**src/rtl/alu_issue_seq_if.sv**
```systemverilog
// rtl/alu_issue_seq_if.sv - request, ALU-drive and result bundle for alu_issue_seq
interface alu_issue_seq_if #(
    parameter int CNT_W = 8
);
    // upstream request channel
    logic             in_valid;
    logic             in_ready;
    logic [2:0]       in_op;
    logic [3:0]       in_a;
    logic [3:0]       in_b;
    logic             in_use_acc;
    // registered drive into the combinational ALU and its answer
    logic [3:0]       alu_a;
    logic [3:0]       alu_b;
    logic [3:0]       alu_aluc;
    logic [3:0]       alu_r;
    logic             alu_zf;
    // downstream result channel
    logic             out_valid;
    logic             out_ready;
    logic [3:0]       out_r;
    logic             out_zf;
    logic             out_err;
    // status
    logic [3:0]       acc;
    logic [CNT_W-1:0] op_cnt;

    modport slave (
        input  in_valid, in_op, in_a, in_b, in_use_acc, alu_r, alu_zf, out_ready,
        output in_ready, alu_a, alu_b, alu_aluc, out_valid, out_r, out_zf, out_err,
               acc, op_cnt
    );

    modport master (
        output in_valid, in_op, in_a, in_b, in_use_acc, alu_r, alu_zf, out_ready,
        input  in_ready, alu_a, alu_b, alu_aluc, out_valid, out_r, out_zf, out_err,
               acc, op_cnt
    );
endinterface

```
**src/rtl/alu_issue_seq.sv**
```systemverilog
// rtl/alu_issue_seq.sv - issue/capture sequencer in front of the 4-bit ALU
module alu_issue_seq #(
    parameter int CNT_W = 8
) (
    input  logic           clk,
    input  logic           rst,
    alu_issue_seq_if.slave bus
);
    typedef enum logic [1:0] {
        IDLE = 2'd0,
        EXEC = 2'd1,
        HOLD = 2'd2
    } state_t;

    state_t           r_state;
    state_t           w_state_nxt;
    logic             w_in_ready;
    logic             w_accept;
    logic             w_out_fire;
    logic [3:0]       w_aluc;
    logic             w_err;

    logic [3:0]       r_alu_a;
    logic [3:0]       r_alu_b;
    logic [3:0]       r_alu_aluc;
    logic             r_err;
    logic             r_out_valid;
    logic [3:0]       r_out_r;
    logic             r_out_zf;
    logic             r_out_err;
    logic [3:0]       r_acc;
    logic [CNT_W-1:0] r_op_cnt;

    assign w_accept   = bus.in_valid && w_in_ready;
    assign w_out_fire = r_out_valid && bus.out_ready;

    // Translate the compact opcode into the ALU control; op 7 issues a harmless ADD and flags err
    always_comb begin
        w_aluc = 4'b0010;
        w_err  = 1'b0;
        case (bus.in_op)
            3'd0:    w_aluc = 4'b0010;
            3'd1:    w_aluc = 4'b0110;
            3'd2:    w_aluc = 4'b0000;
            3'd3:    w_aluc = 4'b0001;
            3'd4:    w_aluc = 4'b1101;
            3'd5:    w_aluc = 4'b1100;
            3'd6:    w_aluc = 4'b0111;
            default: w_err  = 1'b1;
        endcase
    end

    // State register
    always_ff @(posedge clk) begin
        if (rst) begin
            r_state <= IDLE;
        end else begin
            r_state <= w_state_nxt;
        end
    end

    // Next state and request-side ready; HOLD can hand over to a new request on the draining edge
    always_comb begin
        w_state_nxt = r_state;
        w_in_ready  = 1'b0;
        case (r_state)
            IDLE: begin
                w_in_ready = 1'b1;
                if (bus.in_valid) w_state_nxt = EXEC;
            end
            EXEC: begin
                w_state_nxt = HOLD;
            end
            HOLD: begin
                w_in_ready = bus.out_ready;
                if (bus.out_ready) w_state_nxt = bus.in_valid ? EXEC : IDLE;
            end
            default: begin
                w_state_nxt = IDLE;
            end
        endcase
    end

    // Operand/control registers, result capture, accumulator and completion counter
    always_ff @(posedge clk) begin
        if (rst) begin
            r_alu_a     <= 4'd0;
            r_alu_b     <= 4'd0;
            r_alu_aluc  <= 4'b0010;
            r_err       <= 1'b0;
            r_out_valid <= 1'b0;
            r_out_r     <= 4'd0;
            r_out_zf    <= 1'b0;
            r_out_err   <= 1'b0;
            r_acc       <= 4'd0;
            r_op_cnt    <= '0;
        end else begin
            if (w_accept) begin
                r_alu_a    <= bus.in_use_acc ? r_acc : bus.in_a;
                r_alu_b    <= bus.in_b;
                r_alu_aluc <= w_aluc;
                r_err      <= w_err;
            end
            if (r_state == EXEC) begin
                r_out_valid <= 1'b1;
                r_out_r     <= r_err ? 4'd0 : bus.alu_r;
                r_out_zf    <= r_err ? 1'b0 : bus.alu_zf;
                r_out_err   <= r_err;
                if (!r_err) r_acc <= bus.alu_r;
            end else if (w_out_fire) begin
                r_out_valid <= 1'b0;
                r_op_cnt    <= r_op_cnt + 1'b1;
            end
        end
    end

    assign bus.in_ready  = w_in_ready;
    assign bus.alu_a     = r_alu_a;
    assign bus.alu_b     = r_alu_b;
    assign bus.alu_aluc  = r_alu_aluc;
    assign bus.out_valid = r_out_valid;
    assign bus.out_r     = r_out_r;
    assign bus.out_zf    = r_out_zf;
    assign bus.out_err   = r_out_err;
    assign bus.acc       = r_acc;
    assign bus.op_cnt    = r_op_cnt;
endmodule

```
**src/flat_wrapper.sv**
```systemverilog
// flat-port wrapper written by rule: the top's interface ports become plain ports
module alu_issue_seq_flat 
#(
    parameter int CNT_W = 8
)
  (clk, rst, bus_in_valid, bus_in_op, bus_in_a, bus_in_b, bus_in_use_acc, bus_alu_r, bus_alu_zf, bus_out_ready, bus_in_ready, bus_alu_a, bus_alu_b, bus_alu_aluc, bus_out_valid, bus_out_r, bus_out_zf, bus_out_err, bus_acc, bus_op_cnt);
  alu_issue_seq_if #(.CNT_W(CNT_W)) bus_i ();
  input  logic clk;
  input  logic rst;
  input wire logic [$bits(bus_i.in_valid)-1:0] bus_in_valid;
  input wire logic [$bits(bus_i.in_op)-1:0] bus_in_op;
  input wire logic [$bits(bus_i.in_a)-1:0] bus_in_a;
  input wire logic [$bits(bus_i.in_b)-1:0] bus_in_b;
  input wire logic [$bits(bus_i.in_use_acc)-1:0] bus_in_use_acc;
  input wire logic [$bits(bus_i.alu_r)-1:0] bus_alu_r;
  input wire logic [$bits(bus_i.alu_zf)-1:0] bus_alu_zf;
  input wire logic [$bits(bus_i.out_ready)-1:0] bus_out_ready;
  output wire logic [$bits(bus_i.in_ready)-1:0] bus_in_ready;
  output wire logic [$bits(bus_i.alu_a)-1:0] bus_alu_a;
  output wire logic [$bits(bus_i.alu_b)-1:0] bus_alu_b;
  output wire logic [$bits(bus_i.alu_aluc)-1:0] bus_alu_aluc;
  output wire logic [$bits(bus_i.out_valid)-1:0] bus_out_valid;
  output wire logic [$bits(bus_i.out_r)-1:0] bus_out_r;
  output wire logic [$bits(bus_i.out_zf)-1:0] bus_out_zf;
  output wire logic [$bits(bus_i.out_err)-1:0] bus_out_err;
  output wire logic [$bits(bus_i.acc)-1:0] bus_acc;
  output wire logic [$bits(bus_i.op_cnt)-1:0] bus_op_cnt;
  assign bus_i.in_valid = bus_in_valid;
  assign bus_i.in_op = bus_in_op;
  assign bus_i.in_a = bus_in_a;
  assign bus_i.in_b = bus_in_b;
  assign bus_i.in_use_acc = bus_in_use_acc;
  assign bus_i.alu_r = bus_alu_r;
  assign bus_i.alu_zf = bus_alu_zf;
  assign bus_i.out_ready = bus_out_ready;
  assign bus_in_ready = bus_i.in_ready;
  assign bus_alu_a = bus_i.alu_a;
  assign bus_alu_b = bus_i.alu_b;
  assign bus_alu_aluc = bus_i.alu_aluc;
  assign bus_out_valid = bus_i.out_valid;
  assign bus_out_r = bus_i.out_r;
  assign bus_out_zf = bus_i.out_zf;
  assign bus_out_err = bus_i.out_err;
  assign bus_acc = bus_i.acc;
  assign bus_op_cnt = bus_i.op_cnt;
  alu_issue_seq #(.CNT_W(CNT_W)) u_core (.clk(clk), .rst(rst), .bus(bus_i));
endmodule
```
**config.mk**
```make
export PLATFORM = sky130hd
export DESIGN_NAME = alu_issue_seq_flat
export DESIGN_NICKNAME = d
export VERILOG_FILES = /design/src/rtl/alu_issue_seq_if.sv /design/src/rtl/alu_issue_seq.sv /design/src/flat_wrapper.sv
export SDC_FILE = /design/constraint.sdc
export NUM_CORES = 1
export LEC_CHECK = 0
export BUFFER_PORTS_ARGS = -buffer_cell sky130_fd_sc_hd__buf_2
export CELL_PAD_IN_SITES_DETAIL_PLACEMENT = 0
export CELL_PAD_IN_SITES_GLOBAL_PLACEMENT = 1
export CORE_UTILIZATION = 25
export DETAILED_ROUTE_END_ITERATION = 16
export PLACE_DENSITY = 0.7
export SLEW_MARGIN = 20
export SYNTH_ARGS = -nofsm -noshare
export SYNTH_HDL_FRONTEND = slang
export SYNTH_SLANG_ARGS = --single-unit
```
**constraint.sdc**
```tcl
create_clock -name clk -period 1.3 [get_ports clk]
set_clock_uncertainty 0.1 [all_clocks]
set_input_delay 0.065 -clock clk [delete_from_list [all_inputs] [get_ports clk]]
set_output_delay 0.065 -clock clk [all_outputs]
set_load 0.02 [all_outputs]
```
# After elaboration in Yosys (flattened, before gate mapping)
# Cells that the tools add are included.
[op_classes]
n_addsub = 1
n_eq_ne = 10
order_cmp = 0
n_mux = 12
n_shift = 0
mul = 0
div = 0
bitwise_logic = 2
reduce_logical = 9
[op_table]
columns = ["operator", "n"]
rows = [
  ["$pmux 4 s6", 1],
  ["$eq 3x3->1 const B", 3],
  ["$add 8x1->8 const B", 1],
  ["$mux 4", 2],
  ["$reduce_or 7->1", 1],
  ["$eq 3x2->1 const B", 2],
  ["$pmux 2 s3", 1],
  ["$reduce_and 2->1", 3],
  ["$mux 1", 5],
  ["$mux 2", 2],
  ["$ne 2x2->1 const B", 2],
  ["$eq 3x1->1 const B", 1],
  ["$logic_not 3->1", 1],
  ["$eq 2x1->1 const B", 1],
  ["$eq 2x2->1 const B", 1],
  ["$logic_and 1x1->1", 2],
  ["$logic_not 2->1", 1],
  ["$not 1->1", 2],
  ["$pmux 1 s2", 1],
  ["$reduce_bool 2->1", 1],
]
[totals]
input_bits = 21
romBits = 0
memories = 0
reg_bits = 34
ramBits = 0
latch_bits = 0
elab_cells = 45

# Longest topological paths before layout
[depth]
word_depth = 3
depth_mapped = 6
depth_no_buf = 4

# Worst setup path after synthesis
# OpenSTA, ideal clock, no wires.
[synth_timing]
kind = "reg2reg"
start = "register u_core.r_out_valid, in the netlist u_core.bus.out_valid"
end = "register u_core.r_op_cnt[3], in the netlist u_core.bus.op_cnt[3]"
path_buffers = 0
arrival_ns = 1.072
period_less_slack_ns = 1.300
t_required_ns = 1.072
slack_ns = 0.000
stages_incl_launch_ff = 5
cell_sequence = "dfxtp_1 -> nand2_1 -> nor4b_2 -> xnor2_1 -> nor2_1"
[synth_via]
elab_chain_len = 2
[synth_rtl]
columns = ["item", "line", "source"]
rows = [
  ["start, declared", "alu_issue_seq.sv:27", "logic r_out_valid;"],
  ["start signal, assigned", "alu_issue_seq.sv:91", "r_out_valid <= 1'b0;"],
  ["start signal, assigned", "alu_issue_seq.sv:105", "r_out_valid <= 1'b1;"],
  ["start signal, assigned", "alu_issue_seq.sv:111", "r_out_valid <= 1'b0;"],
  ["$logic_and 1x1->1", "alu_issue_seq.sv:35", "assign w_out_fire = r_out_valid && bus.out_ready;"],
  ["$reduce_and 2->1 (no line)", "-", ""],
  ["end signal, assigned", "alu_issue_seq.sv:112", "r_op_cnt <= r_op_cnt + 1'b1;"],
  ["end, declared", "alu_issue_seq.sv:32", "logic [CNT_W-1:0] r_op_cnt;"],
]
# Every way passes these cells.
# A chain may end at the register's enable or synchronous reset.

# Worst setup path after layout
[layout_timing]
start = "register u_core.r_state[1]"
end = "output bus_in_ready"
[layout_via]
elab_chain_len = 2
elab_cells_between_ends = 3
classes_between = "1 x eq/ne; 1 x mux; 1 x reduce/logical"
[layout_rtl]
columns = ["item", "line", "source"]
rows = [
  ["start, declared", "alu_issue_seq.sv:15", "state_t r_state;"],
  ["start signal, assigned", "alu_issue_seq.sv:58", "r_state <= w_state_nxt;"],
  ["$eq 2x2->1 / $logic_not 2->1 (equally long branches)", "alu_issue_seq.sv:66", "case (r_state)"],
  ["$pmux 1 s2 (*)", "alu_issue_seq.sv:66", ""],
  ["end, declared", "flat_wrapper.sv:18", "output wire logic [$bits(bus_i.in_ready)-1:0] bus_in_ready;"],
]
# Every way passes the cells marked *; elsewhere a longest branch is shown, timed or not.

==> metrics.cfg <==
[place]
dp_hpwl_mm = 2.46
finalWeightedCongestion = 0.757
numPortBuffers = 52

[synth]
ys_seq_elements = 34
ys_seq_area_share_pct = 47.9
synth_cell_types = 33
synth_area_per_cell_um2 = 9.10
syn_area_mm2 = 0.00142
syn_nets = 178
yosysWarnings = 0
syn_inst = 156

[power_and_ir_drop]
p_sw_w = 0.000601
pwr-share-comb_pct = 16.7
p_per_area_mw_per_mm2 = 1100
swShare_pct = 26.2
p_leak_nw = 0.911
power_frac_clock_pct = 34.4
power.sequential.fraction_pct = 48.9
vdd_ir_drop_max_mv = 0.320
internal_power_w = 0.00169

[timing]
setup_viol = 0
tns_ns = 0
hold_viol_final = 0
fmax_mhz = 807
tightest_slew_ns = 0.299
slew_headroom_pct = 80.0
fin_crit_sh_pct = 95.3
period_minus_slack_ns = 1.24
drv_slew = 0
rsz0062_at_grt = true

[cts]
htreeDepth = 2
cts.sink_count = 34
cts_tree = yes
clk-insertion-delay-late_ns = 0.28
path_clk_slew_ns = 0.07
cts_buffer_depth = 2
cts-root-buf = clkbuf_8
cts_buffers = 5

[setup_path]
cp_data_arrival_time_ns = 1.07
cp_max_fo = 3
cp-start-kind = register
required_ns = 1.13
crit_type = register to primary output
end_kind = primary output

[final_layout]
synthToLayoutAreaGrowth_pct = 46.1
final_common_cell = buf_2
fillers = 564
postLayoutCoreUtil_pct = 37.7
diodes = 0
nNetsFinal = 255
drive_gt1_share_pct = 39.7
layout_common_cells = buf_2, dfxtp_1, nand2_1

[min_path]
hp-class = input port to register

[floorplanning]
die_h_um = 77.4
coreArea_mm2 = 0.00551
row_count = 27
die-area_mm2 = 0.00599
initial_core_util_pct = 25.8
dieWidth_um = 77.4
ios = 53

[drt]
antenna_left = 0
first_pass_iters = 4
drt-wirelength-per-cell_um = 11.6
wirelength_mm = 3.55
drtIter0Drc = 66
avgViaCountPerCell = 4.29
vias = 1312
drc = 0

[grt]
antenna_found_initial = 0
grt_pass1_vias = 1185
gr-total-overflow = 0
grt_use_total_pct = 11.6
grt_max_degree = 20
grt_pass1_wl_mm = 5.46

[job]
cap_violations = 0

[outcome]
status = completed

## critical path, cell delays in order, from the launching register on
cell and delay, ns:
dfxtp_2 0.32, buf_6 0.12, nor2b_4 0.12, nor2_1 0.10, buf_4 0.15
## cell type report
type                    count  area, um^2  share of cell area [%]
clock buffers               7        86.3                    4.16
clock inverters             1        5.00                   0.241
inverters                   3        11.3                   0.543
multi-input cells         112         712                    34.3
flip-flops and latches     34         686                    33.1
well taps                  72        90.1                    4.34
repair buffers             77         484                    23.3
## timing repair
action | 4_1_cts | 5_1_grt
pin swaps | 1 | 1
hold buffers | 12 | 0
setup endpoints to repair | 2 | 20
cloned | 0 | 1
buffers inserted | 2 | 1
hold endpoints to repair | 16 | 0
resized for setup | 0 | 12
## per-layer routing
metal  vias up  routed length, um  part of all wire, %  track usage [%]
li1        682                  -                    -                -
met1       597               1670                   47             14.0
met2        31               1670                   47             18.2
met3         2                171                  4.8             4.00
met4         0                 35                 0.99             5.66
met5         -                  0                    0                0
## state kept, by name (all words and copies together), names as in the netlist
name	count
u_core.bus.op_cnt	8
u_core.bus.acc	4
u_core.bus.alu_a	4
u_core.bus.alu_aluc	4
u_core.bus.alu_b	4
u_core.bus.out_r	4
u_core.r_state	2
u_core.bus.out_err	1
u_core.bus.out_valid	1
u_core.bus.out_zf	1
u_core.r_err	1
## final timing paths
kind,startpoint,slack (ns),to,depth (start not counted)
hold / removal,bus_in_op[2],0.02,u_core.bus.alu_aluc[3],3
setup reg to reg,u_core.r_state[1],0.07,u_core.bus.alu_a[2],5
hold reg to reg,u_core.bus.out_r[3],0.35,u_core.bus.out_r[3],2
setup / recovery,u_core.r_state[1],0.06,bus_in_ready,4
## synth_stat cells (all sizes together)
cell	instances	share of area [%]
dfxtp	34	48
nand2	25	6.6
a21oi	19	6.7
nor2	19	5.0
mux2i	7	4.9
a211oi	5	4.4
buf	4	2.5
clkbuf	4	1.1
nand3	4	1.8
nand4	4	1.8
o21ai	4	1.4
xor2	4	2.5
inv	3	0.79
nand2b	3	1.5
xnor2	3	1.9
and2	2	0.88
nor2b	2	1.4
nor3	2	1.1
a211o	1	0.62
a31o	1	0.62
and3	1	0.79
and4	1	0.62
ha	1	0.88
nand3b	1	0.53
nor4	1	0.88
nor4b	1	1.1
## cell families (layout without fill, tap and decap cells)
family                     after synthesis  after routing  synth area share (%)
AOI/OAI and AO/OA                       30             30                  13.7
xor gates and xnor gates                 7              7                  4.32
adders and majority gates                1              1                 0.881
buffers and inverters                   11             88                  4.32
DFF                                     34             34                  47.9
muxes                                    7              7                  4.93
and+or+nand+nor                         66             67                  23.9
## power by group through the flow
stage | logic (W) | registers [W] | clock network [W]
2_1_floorplan | 0.000158 | 0.00120 | 0
3_3_place_gp | 0.000329 | 0.00114 | 0
3_5_place_dp | 0.000332 | 0.00114 | 0
4_1_cts | 0.000368 | 0.00112 | 0.000826
5_1_grt | 0.000418 | 0.00113 | 0.000870
6_report | 0.000383 | 0.00112 | 0.000788
## through the flow
stage | instances | hold slack [ns] | area, um^2 | power [W] | worst slack, ns
after CTS | 304 | 0.00621 | 2020 | 0.00231 | 0.000637
after global routing | 306 | 0.0156 | 2070 | 0.00241 | -0.0198
after global placement | 282 | 0.217 | 1800 | 0.00147 | 0.0450
after floorplan | 156 | 0.101 | 1420 | 0.00136 | 0.000423
final | 306 | 0.0238 | 2070 | 0.00229 | 0.0611
after detailed placement | 282 | 0.218 | 1800 | 0.00148 | 0.00264
Note: power is estimated with default switching activity, not from simulation.
